## config.mk

```make
export PLATFORM = sky130hd
export DESIGN_NAME = tpu_host_driver_flat
export DESIGN_NICKNAME = d
export VERILOG_FILES = /design/src/rtl/tpu_host_if.sv /design/src/rtl/tpu_host_driver.sv /design/src/flat_wrapper.sv
export SDC_FILE = /design/constraint.sdc
export NUM_CORES = 1
export LEC_CHECK = 0
export BUFFER_PORTS_ARGS = -buffer_cell sky130_fd_sc_hd__buf_2
export CAP_MARGIN = 20
export CORE_AREA = 2 2 204 206
export CTS_BUF_LIST = sky130_fd_sc_hd__clkbuf_4 sky130_fd_sc_hd__clkbuf_8
export CTS_CLUSTER_DIAMETER = 30
export CTS_CLUSTER_SIZE = 14
export DETAILED_ROUTE_END_ITERATION = 8
export DIE_AREA = 0 0 206 208
export PLACE_DENSITY_LB_ADDON = 0.25
export SLEW_MARGIN = 30
export SYNTH_ARGS = -nofsm -noshare
export SYNTH_HDL_FRONTEND = slang
export SYNTH_SLANG_ARGS = --single-unit
```

## constraint.sdc

```tcl
create_clock -name clk -period 16.4 [get_ports clk]
set_input_delay 3.28 -clock clk [delete_from_list [all_inputs] [get_ports clk]]
set_output_delay 3.28 -clock clk [all_outputs]
set_load 0.02 [all_outputs]
```

## src/rtl/tpu_host_if.sv

```systemverilog
// Host-side bundle between the TPU host driver and its environment: command,
// operand load stream, A/B/C global buffer ports, TPU control and result stream.
interface tpu_host_if;
    // Every valid/ready pair transfers one item on a rising clk edge where both
    // are high. The source holds its valid and payload stable until that edge,
    // and ready never depends combinationally on valid.
    logic         cmd_valid;
    logic         cmd_ready;
    logic [7:0]   cmd_K;
    logic [7:0]   cmd_M;
    logic [7:0]   cmd_N;

    logic         ld_valid;
    logic         ld_ready;
    logic [31:0]  ld_data;

    logic         A_wr_en;
    logic [15:0]  A_index;
    logic [31:0]  A_data_in;
    logic         B_wr_en;
    logic [15:0]  B_index;
    logic [31:0]  B_data_in;
    logic [15:0]  C_index;
    logic [127:0] C_data_out;

    logic         tpu_in_valid;
    logic [7:0]   tpu_K;
    logic [7:0]   tpu_M;
    logic [7:0]   tpu_N;
    logic         tpu_busy;

    logic         res_valid;
    logic         res_ready;
    logic [127:0] res_data;
    logic         res_last;
    logic         done;
    logic         err;

    modport master (
        input  cmd_valid, cmd_K, cmd_M, cmd_N,
        output cmd_ready,
        input  ld_valid, ld_data,
        output ld_ready,
        output A_wr_en, A_index, A_data_in,
        output B_wr_en, B_index, B_data_in,
        output C_index,
        input  C_data_out,
        output tpu_in_valid, tpu_K, tpu_M, tpu_N,
        input  tpu_busy,
        output res_valid, res_data, res_last,
        input  res_ready,
        output done, err
    );

    modport slave (
        output cmd_valid, cmd_K, cmd_M, cmd_N,
        input  cmd_ready,
        output ld_valid, ld_data,
        input  ld_ready,
        input  A_wr_en, A_index, A_data_in,
        input  B_wr_en, B_index, B_data_in,
        input  C_index,
        output C_data_out,
        input  tpu_in_valid, tpu_K, tpu_M, tpu_N,
        output tpu_busy,
        input  res_valid, res_data, res_last,
        output res_ready,
        input  done, err
    );
endinterface

```

## src/rtl/tpu_host_driver.sv

```systemverilog
// Host initiator for the TPU core: loads A/B operands, starts the TPU, waits for
// completion (with guard window and timeout), then drains the C buffer as a stream.
module tpu_host_driver #(
    parameter int C_RD_LAT = 1,
    parameter int GUARD    = 2,
    parameter int TIMEOUT  = 65535
) (
    input  logic        clk,
    input  logic        rst,
    tpu_host_if.master  bus,
    output logic [6:0]  dbg_state_o
);

    // One-hot so every status output below is a single state flop.
    typedef enum logic [6:0] {
        IDLE      = 7'b0000001,
        LOAD_A    = 7'b0000010,
        LOAD_B    = 7'b0000100,
        START     = 7'b0001000,
        WAIT_DONE = 7'b0010000,
        DRAIN     = 7'b0100000,
        DONE      = 7'b1000000
    } state_t;

    state_t        state_q;
    logic [15:0]   cnt_q;
    logic [15:0]   na_q;
    logic [15:0]   nb_q;
    logic [15:0]   nc_q;
    logic [7:0]    k_q;
    logic [7:0]    m_q;
    logic [7:0]    n_q;
    logic [7:0]    guard_q;
    logic [15:0]   tmo_q;
    logic [1:0]    lat_q;
    logic          res_valid_q;
    logic          res_last_q;
    logic [127:0]  res_data_q;
    logic          err_q;

    // ceil(d/4) widened first, so d=255 does not wrap.
    function automatic logic [15:0] quads(input logic [7:0] d);
        return ({8'd0, d} + 16'd3) >> 2;
    endfunction

    always_ff @(posedge clk or posedge rst) begin
        if (rst) begin
            state_q     <= IDLE;
            cnt_q       <= '0;
            na_q        <= '0;
            nb_q        <= '0;
            nc_q        <= '0;
            k_q         <= '0;
            m_q         <= '0;
            n_q         <= '0;
            guard_q     <= '0;
            tmo_q       <= '0;
            lat_q       <= '0;
            res_valid_q <= 1'b0;
            res_last_q  <= 1'b0;
            res_data_q  <= '0;
            err_q       <= 1'b0;
        end else begin
            case (state_q)
                IDLE: begin
                    if (bus.cmd_valid) begin
                        k_q   <= bus.cmd_K;
                        m_q   <= bus.cmd_M;
                        n_q   <= bus.cmd_N;
                        na_q  <= quads(bus.cmd_M) * {8'd0, bus.cmd_K};
                        nb_q  <= quads(bus.cmd_N) * {8'd0, bus.cmd_K};
                        nc_q  <= {8'd0, bus.cmd_M} * quads(bus.cmd_N);
                        cnt_q <= '0;
                        if (bus.cmd_K == 8'd0 || bus.cmd_M == 8'd0 || bus.cmd_N == 8'd0) begin
                            err_q   <= 1'b1;
                            state_q <= DONE;
                        end else begin
                            err_q   <= 1'b0;
                            state_q <= LOAD_A;
                        end
                    end
                end
                LOAD_A: begin
                    if (bus.ld_valid) begin
                        if (cnt_q == na_q - 16'd1) begin
                            cnt_q   <= '0;
                            state_q <= LOAD_B;
                        end else begin
                            cnt_q <= cnt_q + 16'd1;
                        end
                    end
                end
                LOAD_B: begin
                    if (bus.ld_valid) begin
                        if (cnt_q == nb_q - 16'd1) begin
                            cnt_q   <= '0;
                            state_q <= START;
                        end else begin
                            cnt_q <= cnt_q + 16'd1;
                        end
                    end
                end
                START: begin
                    guard_q <= 8'(GUARD);
                    tmo_q   <= '0;
                    state_q <= WAIT_DONE;
                end
                WAIT_DONE: begin
                    // The TPU may not have raised busy yet right after the start pulse.
                    if (guard_q == 8'd0 && !bus.tpu_busy) begin
                        cnt_q   <= '0;
                        lat_q   <= '0;
                        state_q <= DRAIN;
                    end else if (tmo_q == 16'(TIMEOUT - 1)) begin
                        err_q   <= 1'b1;
                        state_q <= DONE;
                    end else begin
                        tmo_q <= tmo_q + 16'd1;
                        if (guard_q != 8'd0) begin
                            guard_q <= guard_q - 8'd1;
                        end
                    end
                end
                DRAIN: begin
                    // One read in flight: address held on C_index until the word is consumed.
                    if (!res_valid_q) begin
                        if (lat_q == 2'(C_RD_LAT)) begin
                            res_data_q  <= bus.C_data_out;
                            res_valid_q <= 1'b1;
                            res_last_q  <= (cnt_q == nc_q - 16'd1);
                            lat_q       <= '0;
                        end else begin
                            lat_q <= lat_q + 2'd1;
                        end
                    end else if (bus.res_ready) begin
                        res_valid_q <= 1'b0;
                        res_last_q  <= 1'b0;
                        cnt_q       <= cnt_q + 16'd1;
                        if (res_last_q) begin
                            state_q <= DONE;
                        end
                    end
                end
                DONE: begin
                    state_q <= IDLE;
                end
                default: begin
                    state_q <= IDLE;
                end
            endcase
        end
    end

    assign bus.cmd_ready    = (state_q == IDLE);
    assign bus.ld_ready     = (state_q == LOAD_A) || (state_q == LOAD_B);

    assign bus.A_wr_en      = bus.ld_valid && (state_q == LOAD_A);
    assign bus.A_index      = bus.A_wr_en ? cnt_q : 16'd0;
    assign bus.A_data_in    = bus.A_wr_en ? bus.ld_data : 32'd0;
    assign bus.B_wr_en      = bus.ld_valid && (state_q == LOAD_B);
    assign bus.B_index      = bus.B_wr_en ? cnt_q : 16'd0;
    assign bus.B_data_in    = bus.B_wr_en ? bus.ld_data : 32'd0;
    assign bus.C_index      = (state_q == DRAIN) ? cnt_q : 16'd0;

    assign bus.tpu_in_valid = (state_q == START);
    assign bus.tpu_K        = k_q;
    assign bus.tpu_M        = m_q;
    assign bus.tpu_N        = n_q;

    assign bus.res_valid    = res_valid_q;
    assign bus.res_data     = res_data_q;
    assign bus.res_last     = res_last_q;
    assign bus.done         = (state_q == DONE);
    assign bus.err          = err_q;

    assign dbg_state_o      = state_q;

endmodule

```

## src/flat_wrapper.sv

```systemverilog
// flat-port wrapper written by rule: the top's interface ports become plain ports
module tpu_host_driver_flat 
#(
    parameter int C_RD_LAT = 1,
    parameter int GUARD    = 2,
    parameter int TIMEOUT  = 65535
)
  (clk, rst, dbg_state_o, bus_cmd_valid, bus_cmd_K, bus_cmd_M, bus_cmd_N, bus_cmd_ready, bus_ld_valid, bus_ld_data, bus_ld_ready, bus_A_wr_en, bus_A_index, bus_A_data_in, bus_B_wr_en, bus_B_index, bus_B_data_in, bus_C_index, bus_C_data_out, bus_tpu_in_valid, bus_tpu_K, bus_tpu_M, bus_tpu_N, bus_tpu_busy, bus_res_valid, bus_res_data, bus_res_last, bus_res_ready, bus_done, bus_err);
  tpu_host_if bus_i ();
  input  logic clk;
  input  logic rst;
  output logic [6:0] dbg_state_o;
  input wire logic [$bits(bus_i.cmd_valid)-1:0] bus_cmd_valid;
  input wire logic [$bits(bus_i.cmd_K)-1:0] bus_cmd_K;
  input wire logic [$bits(bus_i.cmd_M)-1:0] bus_cmd_M;
  input wire logic [$bits(bus_i.cmd_N)-1:0] bus_cmd_N;
  output wire logic [$bits(bus_i.cmd_ready)-1:0] bus_cmd_ready;
  input wire logic [$bits(bus_i.ld_valid)-1:0] bus_ld_valid;
  input wire logic [$bits(bus_i.ld_data)-1:0] bus_ld_data;
  output wire logic [$bits(bus_i.ld_ready)-1:0] bus_ld_ready;
  output wire logic [$bits(bus_i.A_wr_en)-1:0] bus_A_wr_en;
  output wire logic [$bits(bus_i.A_index)-1:0] bus_A_index;
  output wire logic [$bits(bus_i.A_data_in)-1:0] bus_A_data_in;
  output wire logic [$bits(bus_i.B_wr_en)-1:0] bus_B_wr_en;
  output wire logic [$bits(bus_i.B_index)-1:0] bus_B_index;
  output wire logic [$bits(bus_i.B_data_in)-1:0] bus_B_data_in;
  output wire logic [$bits(bus_i.C_index)-1:0] bus_C_index;
  input wire logic [$bits(bus_i.C_data_out)-1:0] bus_C_data_out;
  output wire logic [$bits(bus_i.tpu_in_valid)-1:0] bus_tpu_in_valid;
  output wire logic [$bits(bus_i.tpu_K)-1:0] bus_tpu_K;
  output wire logic [$bits(bus_i.tpu_M)-1:0] bus_tpu_M;
  output wire logic [$bits(bus_i.tpu_N)-1:0] bus_tpu_N;
  input wire logic [$bits(bus_i.tpu_busy)-1:0] bus_tpu_busy;
  output wire logic [$bits(bus_i.res_valid)-1:0] bus_res_valid;
  output wire logic [$bits(bus_i.res_data)-1:0] bus_res_data;
  output wire logic [$bits(bus_i.res_last)-1:0] bus_res_last;
  input wire logic [$bits(bus_i.res_ready)-1:0] bus_res_ready;
  output wire logic [$bits(bus_i.done)-1:0] bus_done;
  output wire logic [$bits(bus_i.err)-1:0] bus_err;
  assign bus_i.cmd_valid = bus_cmd_valid;
  assign bus_i.cmd_K = bus_cmd_K;
  assign bus_i.cmd_M = bus_cmd_M;
  assign bus_i.cmd_N = bus_cmd_N;
  assign bus_cmd_ready = bus_i.cmd_ready;
  assign bus_i.ld_valid = bus_ld_valid;
  assign bus_i.ld_data = bus_ld_data;
  assign bus_ld_ready = bus_i.ld_ready;
  assign bus_A_wr_en = bus_i.A_wr_en;
  assign bus_A_index = bus_i.A_index;
  assign bus_A_data_in = bus_i.A_data_in;
  assign bus_B_wr_en = bus_i.B_wr_en;
  assign bus_B_index = bus_i.B_index;
  assign bus_B_data_in = bus_i.B_data_in;
  assign bus_C_index = bus_i.C_index;
  assign bus_i.C_data_out = bus_C_data_out;
  assign bus_tpu_in_valid = bus_i.tpu_in_valid;
  assign bus_tpu_K = bus_i.tpu_K;
  assign bus_tpu_M = bus_i.tpu_M;
  assign bus_tpu_N = bus_i.tpu_N;
  assign bus_i.tpu_busy = bus_tpu_busy;
  assign bus_res_valid = bus_i.res_valid;
  assign bus_res_data = bus_i.res_data;
  assign bus_res_last = bus_i.res_last;
  assign bus_i.res_ready = bus_res_ready;
  assign bus_done = bus_i.done;
  assign bus_err = bus_i.err;
  tpu_host_driver #(.C_RD_LAT(C_RD_LAT), .GUARD(GUARD), .TIMEOUT(TIMEOUT)) u_core (.clk(clk), .rst(rst), .bus(bus_i), .dbg_state_o(dbg_state_o));
endmodule
```

Yosys cells after proc, flatten, opt, wreduce, memory -nomap -nowiden:

Index checks and enable logic that the tools add are counted.
W data, S select, Z words.

* $add $sub $neg: 9
* $mul: 3
* eq/ne operators: 28
* mux-type cells: 48
* bitwise logic cells: 1
* reductions and logical operators: 26

Operator list (number)
* $mux W16: 13
* $pmux W16 S5: 1
* $mux W7: 11
* $mux W32: 2
* $eq A16 B16 Y1: 3
* $sub A16 B1 Y16 const B: 3
* $pmux W7 S6: 1
* $add A16 B1 Y16 const B: 2
* $logic_not A8 Y1: 4
* $mul A14 B8 Y16: 2
* $pmux W16 S2: 1
* $mux W8: 3
* $add A8 B2 Y9 const B: 2
* $eq A16 B16 Y1 const B: 1
* $mul A8 B14 Y16: 1
* $ne A2 B2 Y1 const B: 8
* $pmux W8 S2: 1
* $ne A2 B1 Y1 const B: 7
* $reduce_and A3 Y1: 4
* $mux W1: 10
* $reduce_and A9 Y1: 1
* $reduce_and A4 Y1: 2
* $reduce_bool A2 Y1: 4
* $reduce_bool A8 Y1: 1
* other kinds (21): 27

* bits in registers: 252
* bits of input ports: 190
* output and inout bits: 280
* word-level logic and storage cells: 130

Logic depth before layout (Yosys ltp):

* depth in word-level cells: 6
* gate-level depth with buffers: 24
* gate-level depth less buffers: 23

Worst setup path after synthesis:

OpenSTA, ideal clock, no wires.

* path kind: in2reg
* start: input bus_cmd_M[0]
* end: register u_core.na_q[15]
* library setup time: 0.133 ns
* arrival time: 8.333 ns
* required time: 16.267 ns
* setup slack: 7.934 ns
* stages on the path: 23
* path buffers: 1
* cells stage by stage: clkbuf_1 -> nor2_1 -> nor2b_1 -> nand3_1 -> nor2_1 -> nand2_1 -> xor2_1 -> nand2b_1 -> fa_1 -> fa_1 -> inv_1 -> fa_1 -> inv_1 -> fa_1 -> inv_1 -> ha_1 -> nand2_1 -> o21ai_0 -> o41ai_1 -> o2111ai_1 -> a41oi_1 -> xor2_1 -> o21ai_0

* word-level cells in the longest chain between the ends: 2

Ends and longest elaborated chain
* start, declared: line flat_wrapper.sv:15 `input wire logic [$bits(bus_i.cmd_M)-1:0] bus_cmd_M;`
* $add A8 B2 Y9: line tpu_host_driver.sv:43 `return ({8'd0, d} + 16'd3) >> 2;`
* $mul A14 B8 Y16: line tpu_host_driver.sv:70 `na_q <= quads(bus.cmd_M) * {8'd0, bus.cmd_K};`
* end signal, assigned: line tpu_host_driver.sv:70
* end, declared: line tpu_host_driver.sv:27 `logic [15:0] na_q;`

Every way passes these cells.
A chain may end at the register's enable or synchronous reset.

Worst setup path after layout:

Ends and elaborated chain as after synthesis.

==> results.ini <==
[floorplanning]
dieWidth_um = 206
initial_core_util_pct = 44.5
rows = 74
die_area_um2 = 42800
core_um2 = 40600
ioPinCount = 470
die_y_um = 208

[clock_tree]
post_cts_buffers = 0
clockBufferDepth = 3
cts_buffers = 58
cts_hold_buffers = 0
cts_tree = done
cts_max_level = 2
clkLatencyLatePin_ps = 650
cts.repair.resized = 0
clock_sinks = 252
clk_pin_slew_ps = 70
cts-root-buf = clkbuf_8

[setup_path]
critPathLaunchType = primary input
worstSetupPathType = primary input to flip-flop
required_ps = 16910
arrival_ps = 8880
critPathMaxFanout = 10
crit_path_end_kind = flip-flop

[logic_synthesis]
syn_area_um2 = 18100
synth_enable_flop_cells = 0
yosysSeqAreaShare_pct = 34.9
syn_inst = 1775
post-synth-top-area-cell = dfrtp_1
synth.most_common_cell = dfrtp_1
async_reset_ff_share_pct = 100
synth_top_area_share_pct = 34.8
ys_top_cells_by_area = dfrtp_1 (35%), mux2_2 (9.9%), fa_1 (9.6%)
synth_seq_cells = 252
synth_warnings = 0
synth_cell_types = 74
synth.avg_cell_area_um2 = 10.2
synth-main-ff-cell = dfrtp_1
synth_commonest_cells = dfrtp_1 (251), mux2_2 (159), nand2_1 (120)
syn_nets = 2170

[sta]
period_share_pct = 51.1
rsz0062_at_grt = false
worst_clock_skew_ps = 45.0
drv_slew = 0
finalSetupTns_ps = 0
relSlewSlack_pct = 47.4
min_period_ps = 8370
final_hold_viol_count = 0
tightest_slew_ps = 790
maxClockFrequency_mhz = 119
setup_viol = 0

[grt]
antenna_found_initial = 2
grt_pass1_vias = 14964
grt_max_degree = 117
grt_overflow = 0
grt_usage_pct = 23.0
grt_pass1_wl_um = 79300

[route]
wirelength_um = 49700
route.detailed.drc = 0
antenna_left = 0
avgViaCountPerCell = 5.26
vias = 14705
firstDrtPassIters = 5
wire_per_inst_um = 17.8
dr.first_iter.drc_count = 963

[layout]
fin_nets = 2606
multi_input_area_um2 = 11000
layout-drive-gt1-share_pct = 34.6
syn2layout_area_growth_pct = 23.0
nFillCells = 3667
finish.utilization_pct = 54.8
seq_area_um2 = 6310

[placed_design]
io_buffers = 469
hpwl_um = 37400
place.gp.congestion = 0.862

[flow_run]
maxCapViolCount = 0

[power]
irDropWorstVdd_uv = 85.5
p_leak_nw = 11.4
pwr_density_cell_nw_per_um2 = 131

[min_path]
hold_path.class = flip-flop to flip-flop

[run_status]
outcome = finished, final reports clean

-- registers in the layout, summed over array words and instances, names as in the netlist, 2 cells and up --
name                 cells
u_core.bus.res_data    128
u_core.bus.tpu_K         8
u_core.bus.tpu_M         8
u_core.bus.tpu_N         8
u_core.cnt_q            16
u_core.dbg_state_o       7
u_core.guard_q           8
u_core.lat_q             2
u_core.na_q             16
u_core.nb_q             16
u_core.nc_q             16
u_core.tmo_q            16
-- logic make-up (layout without fill, tap and decap cells) --
| logic type | count (synthesis) | in the layout | synth area share (%) |
|---|---|---|---|
| AO/OA/AOI/OAI | 210 | 210 | 7.49 |
| buffers and inverters | 191 | 675 | 4.14 |
| other | 0 | 2 | 0 |
| flip-flops | 252 | 252 | 34.9 |
| XOR/XNOR | 123 | 123 | 5.97 |
| adder cells (fa/ha/maj) | 205 | 205 | 17.8 |
| multiplexers | 163 | 163 | 10.2 |
| AND/OR/NAND/NOR | 631 | 631 | 19.5 |
-- through the flow --
stage | instance area [µm²] | hold slack (ps) | cells | power [mW] | worst slack [ps]
2_1_floorplan | 18100 | 458 | 1775 | 1.74 | 6190
3_3_place_gp | 20800 | 473 | 2683 | 2.02 | 7460
3_5_place_dp | 20800 | 483 | 2683 | 2.06 | 7360
4_1_cts | 22200 | 492 | 2791 | 2.94 | 8060
5_1_grt | 22200 | 509 | 2793 | 3.13 | 7580
6_report | 22200 | 496 | 2793 | 2.91 | 8030
-- critical path: stages --
cell and delay [ps]:
buf_2 180, nor2_1 100, nor2b_1 290, nand3_1 160, nor2_1 250, nand2_1 100, xor2_1 430, nand2b_1 200
fa_1 430, fa_1 490, inv_1 50, fa_1 470, inv_1 50, fa_1 480, inv_1 40, ha_1 330
nand2_1 80, o21ai_0 110, o41ai_1 620, o2111ai_1 220, a41oi_1 270, xor2_1 160, o21ai_0 80
-- layer usage --
metal	track usage, %	vias to the layer above	share of wire, %
met4	8.13	0	2.7
met2	39.8	430	50
met1	29.0	7182	42
li1	-	7005	-
met3	3.84	88	5.9
met5	0	-	0
-- worst paths after layout --
| check | from | to | slack, ps | cells past startpoint |
|---|---|---|---|---|
| max in group asynchronous | rst | u_core.nc_q[10] | 12280 | 3 |
| max reg2reg | u_core.nb_q[0] | u_core.cnt_q[2] | 12840 | 10 |
| min | u_core.lat_q[0] | u_core.lat_q[0] | 500 | 1 |
| max | bus_cmd_M[0] | u_core.na_q[15] | 8030 | 23 |
| min reg2reg | u_core.lat_q[0] | u_core.lat_q[0] | 500 | 1 |
| min in group asynchronous | rst | u_core.bus.res_data[55] | 2810 | 2 |
-- cells in the final DEF (no fill, tap or decap), types with 5 or more instances in the layout --
cell and instances:
buf_2 468, dfrtp_1 251, mux2_2 159, nand2_1 119, ha_1 118, nor2b_1 114, and3_1 111, fa_1 87
inv_1 82, o21ai_0 81, nor2_1 79, xnor2_1 68, clkbuf_8 62, xor2_1 55, and2_1 53, a21oi_1 32
nor3_1 29, nand2b_1 20, nand3_1 20, a21o_1 18, nor4_1 17, clkinvlp_4 16, or3_1 15, buf_4 13
o311ai_0 12, a31oi_1 11, nand4_1 10, bufinv_16 9, inv_6 8, o31ai_1 6, or2_2 6, or4_1 5
clkinv_2 5
-- power breakdown --
| group | switching [mW] | internal (mW) | total, mW | leakage, nW |
|---|---|---|---|---|
| Sequential | 0.137 | 0.736 | 0.873 | 3.08 |
| Clock | 0.345 | 0.515 | 0.860 | 0.672 |
| Combinational | 0.678 | 0.499 | 1.18 | 7.63 |
| Total | 1.16 | 1.75 | 2.91 | 11.4 |
-- layout make-up --
cell class | count | share of cell area (%)
repair buffers | 483 | 11.1
clock inverters | 45 | 2.52
multi-input cells | 1332 | 49.6
flip-flops and latches | 252 | 28.4
diodes | 2 | 0.0225
well taps | 532 | 3.00
inverters | 84 | 1.45
clock buffers | 63 | 3.88
Power figures use the tool's default switching activity.
